[src/rtl/ws2812_frame_scheduler.sv]
// WS2812B frame scheduler: pixel store, frame timer, pixel stream and latch gap.
// Define WS2812_DOUBLE_BUF_EN for a front/back double-buffered pixel store.
module ws2812_frame_scheduler #(
  parameter int NUM_LEDS     = 2,
  parameter int FRAME_PERIOD = 1333333,
  parameter int LATCH_CYCLES = 4400,
  localparam int AW = (NUM_LEDS > 1) ? $clog2(NUM_LEDS) : 1
) (
  input  logic          clk,
  input  logic          rst_n,
  input  logic          wr_en,
  input  logic [AW-1:0] wr_addr,
  input  logic [23:0]   wr_data,
  output logic          wr_ready,
  input  logic          commit,
  input  logic          auto_refresh,
  output logic          pix_valid,
  output logic [23:0]   pix_data,
  output logic          pix_last,
  input  logic          pix_ready,
  output logic          latch_active,
  output logic          busy,
  output logic          frame_done,
  output logic          overrun
);

`ifdef WS2812_DOUBLE_BUF_EN
  localparam int NB = 2;
`else
  localparam int NB = 1;
`endif
  localparam int DEPTH = NB * NUM_LEDS;
  localparam int RW = (DEPTH > 1) ? $clog2(DEPTH) : 1;
  localparam int TW = $clog2(FRAME_PERIOD);
  localparam int LW = (LATCH_CYCLES > 1) ? $clog2(LATCH_CYCLES) : 1;

  localparam logic [TW-1:0] TMAX = TW'(FRAME_PERIOD - 1);
  localparam logic [LW-1:0] LMAX = LW'(LATCH_CYCLES - 1);
  localparam logic [AW-1:0] LAST = AW'(NUM_LEDS - 1);
  localparam logic [AW:0]   NLED = (AW + 1)'(NUM_LEDS);

  typedef enum logic [1:0] {
    S_IDLE,
    S_LOAD,
    S_SEND,
    S_LATCH
  } state_t;

  state_t        state_q, state_d;
  logic [TW-1:0] timer_q, timer_d;
  logic [AW-1:0] idx_q, idx_d;
  logic [LW-1:0] lat_q, lat_d;
  logic          pend_q, pend_d;
  logic          valid_q, valid_d;
  logic [23:0]   data_q, data_d;
  logic          last_q, last_d;
  logic          latch_q, latch_d;
  logic          busy_q, busy_d;
  logic          done_q, done_d;
  logic          ovr_q, ovr_d;

  logic          tick;
  logic          start;
  logic          wr_acc;
  logic          wr_rdy;
  logic [RW-1:0] wr_base;
  logic [RW-1:0] rd_base;
  logic [RW-1:0] wr_idx;
  logic [RW-1:0] rd_idx;

  logic [23:0]   ram [DEPTH];

  assign tick = (timer_q == TMAX);

`ifdef WS2812_DOUBLE_BUF_EN
  logic front_q, front_d;
  logic rdy_q, rdy_d;

  // A commit in the same cycle as a swap targets the next frame, so it wins.
  always_comb begin
    front_d = front_q;
    rdy_d   = rdy_q;
    if (start) begin
      front_d = ~front_q;
      rdy_d   = 1'b1;
    end
    if (commit) begin
      rdy_d = 1'b0;
    end
  end

  always_ff @(posedge clk) begin
    if (!rst_n) begin
      front_q <= 1'b0;
      rdy_q   <= 1'b1;
    end else begin
      front_q <= front_d;
      rdy_q   <= rdy_d;
    end
  end

  assign wr_rdy  = rdy_q;
  assign wr_base = front_q ? '0 : RW'(NUM_LEDS);
  assign rd_base = front_q ? RW'(NUM_LEDS) : '0;
`else
  assign wr_rdy  = 1'b1;
  assign wr_base = '0;
  assign rd_base = '0;
`endif

  assign wr_acc = wr_en && wr_rdy && ({1'b0, wr_addr} < NLED);
  assign wr_idx = wr_base + RW'(wr_addr);
  assign rd_idx = rd_base + RW'(idx_q);

  always_ff @(posedge clk) begin
    if (wr_acc) begin
      ram[wr_idx] <= wr_data;
    end
  end

  always_comb begin
    state_d = state_q;
    idx_d   = idx_q;
    lat_d   = lat_q;
    start   = 1'b0;
    unique case (state_q)
      S_IDLE: begin
        if (tick && (pend_q || auto_refresh)) begin
          start   = 1'b1;
          idx_d   = '0;
          state_d = S_LOAD;
        end
      end
      S_LOAD: begin
        state_d = S_SEND;
      end
      S_SEND: begin
        if (pix_ready) begin
          if (idx_q == LAST) begin
            lat_d   = '0;
            state_d = S_LATCH;
          end else begin
            idx_d   = idx_q + AW'(1);
            state_d = S_LOAD;
          end
        end
      end
      S_LATCH: begin
        if (lat_q == LMAX) begin
          state_d = S_IDLE;
        end else begin
          lat_d = lat_q + LW'(1);
        end
      end
      default: begin
        state_d = S_IDLE;
      end
    endcase
  end

  // Outputs are computed from the next state so every port is a flop.
  always_comb begin
    timer_d = tick ? '0 : timer_q + TW'(1);
    pend_d  = pend_q;
    if (start) begin
      pend_d = 1'b0;
    end
    if (commit) begin
      pend_d = 1'b1;
    end
    data_d = data_q;
    last_d = last_q;
    if (state_q == S_LOAD) begin
      data_d = ram[rd_idx];
      last_d = (idx_q == LAST);
    end
    valid_d = (state_d == S_SEND);
    latch_d = (state_d == S_LATCH);
    busy_d  = (state_d != S_IDLE);
    done_d  = (state_d == S_LATCH) && (lat_d == LMAX);
    ovr_d   = ovr_q || (tick && (state_q != S_IDLE));
  end

  always_ff @(posedge clk) begin
    if (!rst_n) begin
      state_q <= S_IDLE;
      timer_q <= '0;
      idx_q   <= '0;
      lat_q   <= '0;
      pend_q  <= 1'b0;
      valid_q <= 1'b0;
      data_q  <= '0;
      last_q  <= 1'b0;
      latch_q <= 1'b0;
      busy_q  <= 1'b0;
      done_q  <= 1'b0;
      ovr_q   <= 1'b0;
    end else begin
      state_q <= state_d;
      timer_q <= timer_d;
      idx_q   <= idx_d;
      lat_q   <= lat_d;
      pend_q  <= pend_d;
      valid_q <= valid_d;
      data_q  <= data_d;
      last_q  <= last_d;
      latch_q <= latch_d;
      busy_q  <= busy_d;
      done_q  <= done_d;
      ovr_q   <= ovr_d;
    end
  end

  assign wr_ready     = wr_rdy;
  assign pix_valid    = valid_q;
  assign pix_data     = data_q;
  assign pix_last     = last_q;
  assign latch_active = latch_q;
  assign busy         = busy_q;
  assign frame_done   = done_q;
  assign overrun      = ovr_q;

endmodule

[config.mk]
export PLATFORM = sky130hd
export DESIGN_NAME = ws2812_frame_scheduler
export DESIGN_NICKNAME = d
export VERILOG_FILES = /design/src/rtl/ws2812_frame_scheduler.sv
export SDC_FILE = /design/constraint.sdc
export NUM_CORES = 1
export LEC_CHECK = 0
export CORE_ASPECT_RATIO = 0.7
export CORE_MARGIN = 3
export CORE_UTILIZATION = 30
export CTS_CLUSTER_DIAMETER = 200
export CTS_CLUSTER_SIZE = 14
export DETAILED_ROUTE_END_ITERATION = 10
export GPL_TIMING_DRIVEN = 0
export SLEW_MARGIN = 20
export SYNTH_ARGS = -nofsm -noshare
export SYNTH_HDL_FRONTEND = slang
export SYNTH_SLANG_ARGS = --single-unit
[constraint.sdc]
create_clock -name clk -period 2.9 [get_ports clk]
set_input_delay 0.725 -clock clk [delete_from_list [all_inputs] [get_ports clk]]
set_output_delay 0.725 -clock clk [all_outputs]
set_load 0.1 [all_outputs]
Word-level counts from Yosys, hierarchy flattened
Memory sizes are Yosys's and may differ from the RTL's. A register that Yosys moved wholly into a read port is not among the register bits.
Index checks and enable logic that the tools add are counted.
{"block": "op_classes", "addsub": 3, "eq_ne": 10, "muxes": 19, "bitwise": 1, "n_reduce_logical": 13}
{"op": "$mux W13", "count": 3}
{"op": "$eq A13 B13 Y1 const B", "count": 2}
{"op": "$pmux W13 S2", "count": 1}
{"op": "$add A21 B1 Y21 const B", "count": 1}
{"op": "$eq A21 B21 Y1 const B", "count": 1}
{"op": "$add A13 B1 Y13 const B", "count": 1}
{"op": "$mux W1", "count": 9}
{"op": "$eq A2 B2 Y1 const B", "count": 4}
{"op": "$mux W2", "count": 4}
{"op": "$pmux W2 S4", "count": 1}
{"op": "$reduce_bool A2 Y1", "count": 4}
{"op": "$ne A2 B2 Y1 const B", "count": 2}
{"op": "$logic_and A1 B1 Y1", "count": 3}
{"op": "$reduce_and A3 Y1", "count": 1}
{"op": "$eq A2 B1 Y1 const B", "count": 1}
{"op": "$logic_not A2 Y1", "count": 1}
{"op": "$logic_or A1 B1 Y1", "count": 2}
{"op": "$pmux W1 S2", "count": 1}
{"op": "$reduce_or A2 Y1", "count": 1}
{"op": "$add A1 B1 Y1 const B", "count": 1}
{"op": "$logic_not A1 Y1", "count": 1}
{"op": "$not A1 Y1", "count": 1}
{"block": "word_totals", "regBits": 44, "ram_bits": 48, "inputBits": 31, "out_inout_bits": 31, "word_cells": 58, "n_memories": 1}
{"name": "ram", "depth": 2, "width": 24, "read_ports": 1, "rd_clocked_by_memory_dff": 1, "write_ports": 1, "line_no": "71", "source": "logic [23:0] ram [DEPTH];"}

Longest topological paths before layout
{"block": "depth", "ltp_word": 6, "ltp_mapped": 8, "ltp_nobuf": 8}

Worst setup path before layout
Ideal clock, no wire load.
{"block": "synth_timing", "path_kind": "in2reg", "start": "input wr_en", "end": "memory ram[0][0], enable pin", "setup_time_ns": 0.408, "arrival_time_ns": 1.831, "required_time_ns": 2.492, "slack_ns": 0.661, "cell_stages": 1, "path_buffers": 0, "path_cell_list": "nor2b_1"}
{"block": "synth_via", "elab_chain_len": 2}
{"element": "start: declaration", "line_no": "11", "source": "input logic wr_en,"}
{"element": "$mux W1", "line_no": "116", "source": "if (wr_acc) begin"}
{"element": "$mux W1 (not written as such)", "line_no": "117", "source": "ram[wr_idx] <= wr_data;"}
{"element": "end: declaration", "line_no": "71"}
No other way between the ends.

Worst setup path after layout
{"block": "layout_timing", "start": "register data_q[5] (netlist: pix_data[5]) (read register of ram)", "end": "output pix_data[5]"}
{"element": "start: declaration", "line_no": "55", "source": "logic [23:0] data_q, data_d;"}
{"element": "end: declaration", "line_no": "18", "source": "output logic [23:0] pix_data,"}
No word-level cell between the ends.

==> metrics <==
status complete, no violations; register area share after synthesis 0.580; Inserted Clock Buffers 17; Slowest-stage cell, CP clkdlybuf4s50_1; Most Used Layer, Global Route met2; Post-synth EDFFs 48; clk slew on worst S/H paths 0.05 ns; Filler cells 1477; global-route wire length before repair 17.6 mm; top cells by area, synth edfxtp_1 (30%), dfxtp_1 (28%), mux2i_1 (6.4%), o211a_1 (5.2%), nand2_1 (4.0%); predominant post-synthesis flop cell dfxtp_1; initial core utilization 0.309; ANT nets after route 0; share of layout cells above drive strength 1 0.0928; post-CTS setup buffers 0; largest net degree at the start of global routing 25; clock buffer depth 2; CP arrival 1.90 ns; Gate Count Post-Synth 426; LEAKAGE 0.00246 uW; vias 3361; Buf/Inv on CP 1; area post-placement 5680 sq um; CP endpoint kind output port; die area 17700 sq um; Non-Filler Instances 717; Worst Max-Slew Pin Slew 1.01 ns; Max stage delay on crit path 1.15 ns; setup violators final 0; most common cell in the synthesized netlist dfxtp_1; Clock Latency Late Sink 0.40 ns; initial antenna violation count 0; cts hold-fix bufs 0; DRC 0; synthesized net count 460; clock skew 0.00946 ns; Cell Pwr Density 627 nW/um^2; Die Span Y 112 um; drt first pass iters 4; Slew HR 0.325; post-synth top area share 0.298; IO Count 62; met2 Track Usage GR 0.194; met1 GRT Util 0.172; Crit path required time 2.17 ns; Max Fclk 381 MHz; max-cap violation count 0; CTS root buf clkbuf_16; vias in the first global route 3438; critical path class reg2out; Crit Path Max Fanout 2; Unique masters post-synth 54; total gr overflow 0; H-tree depth 4; HP Class reg2reg; Mapped Area 4830 sq um; DP Cell Count 685; RSZ-0062 raised after global routing no; post-CTS sizing 0; Avg WL per Cell 14.8 um; Routed Wire Length 10.6 mm; synthesized flop and latch total 116; pins over their slew limit 0; Final period util 0.904; syn_area_per_cell 11.3 sq um; Hold Fails Final Rpt 0; Die W 158 um; met3 Track Usage GR 0.0328; crit path launch type register; TritonCTS clock tree done; Yosys Warn Count 0; RePlAce Congestion 0.793; FFs w/ async S/R, synth 0; 1st-iter DRT viols 207; CP top delay family buffers and inverters; design area 6250 sq um; Num Clock Sinks 116; critical-path cell list clkdlybuf4s50_1; largest area contributor in the synthesized netlist edfxtp_1; row cnt 38; Tmin final 2.62 ns; Core ar. 15600 sq um; Worst VDD drop 0.000512 V; post-DP HPWL 7.31 mm; total track usage 0.126; antenna diode count 0; IO Port Bufs 59; Area Growth Syn to Fin 29.5%; Post-synth top cells dfxtp_1 (68), nand2_1 (52), edfxtp_1 (48), nor2_1 (38), mux2i_1 (31); Reg2Reg Setup Slack 0.58 ns; number of vias per cell 4.69; NumNets Final 538
==> through the flow <==
step / hold slack, ns / util / power, uW / TNS, ns / setup slack (ns)
floorplan: 0.425 / - / 1850 / 0 / 0.661
global placement: 0.436 / 0.363 / 1910 / -11.49 / -0.481
detailed placement: 0.458 / 0.363 / 1920 / 0 / 0.187
CTS: 0.470 / 0.400 / 3960 / 0 / 0.254
global route: 0.485 / 0.400 / 4060 / 0 / 0.230
finish: 0.469 / 0.400 / 3920 / 0 / 0.278
==> worst reg2reg max path, cell delays in order (launching register included) <==
cell	delay, ns
dfxtp_1	0.43
ha_1	0.33
nand2_1	0.19
nor4_2	0.43
o21ai_0	0.18
nor2_1	0.16
nand4_1	0.12
a2111oi_2	0.37
==> cells by family (layout without fill, tap and decap cells) <==
kind of cell,count (synthesis),in the layout,synth area share
flops,116,116,0.580
buf+inv,32,123,0.0285
mux,31,31,0.0642
compound gates,55,55,0.0935
simple gates,168,168,0.189
other cells,1,1,0.000776
fa+ha+maj,3,3,0.00777
xor+xnor,20,20,0.0363
==> cell usage in the layout, fill, tap and decap left out, types with 6 or more instances in the layout <==
| cell | n |
|---|---|
| and2_1 | 12 |
| clkbuf_1 | 19 |
| clkbuf_16 | 17 |
| clkdlybuf4s50_1 | 59 |
| dfxtp_1 | 68 |
| edfxtp_1 | 48 |
| inv_1 | 8 |
| mux2i_1 | 31 |
| nand2_1 | 52 |
| nand3_1 | 12 |
| nand4_1 | 9 |
| nor2_1 | 38 |
| nor2b_1 | 6 |
| o211a_1 | 25 |
| o21ai_0 | 8 |
| xor2_1 | 15 |
==> report_power, final <==
part | internal (uW) | switching [uW]
combinational | 53.5 | 60.6
sequential | 1760 | 15.7
clock | 1360 | 672
total | 3170 | 749
==> path summary, 6_finish.rpt <==
| kind | from | to | cells after the start |
|---|---|---|---|
| worst min register to register | timer_q[0]$_SDFF_PP0_ | timer_q[0]$_SDFF_PP0_ | 1 |
| worst min-delay path | timer_q[0]$_SDFF_PP0_ | timer_q[0]$_SDFF_PP0_ | 1 |
| worst max register to register | lat_q[0]$_SDFF_PN0_ | frame_done$_SDFF_PN0_ | 7 |
| worst max-delay path | pix_data[5]$_SDFFE_PN0N_ | pix_data[5] | 1 |
==> registers in the layout, summed over array words and instances (netlist names), 2 cells and up <==
| signal | count |
|---|---|
| ram | 48 |
| timer_q | 21 |
| state_q | 2 |
| lat_q | 13 |
| pix_data | 24 |
==> per-layer routing <==
layer	vias up	part of all wire
met2	65	0.47
met4	0	0.0089
met1	1601	0.49
met3	8	0.037
li1	1687	-
met5	-	0
==> cell type report <==
class,count,area [sq um],area share
flip-flops and latches,116,2800,0.448
multi-input cells,278,1900,0.304
repair buffers,59,591,0.0944
clock buffers,24,462,0.0738
well taps,200,250,0.0400
clock inverters,8,113,0.0180
plain buffers,24,108,0.0172
inverters,8,30.0,0.00480
Note: power is estimated with default switching activity, not from simulation.
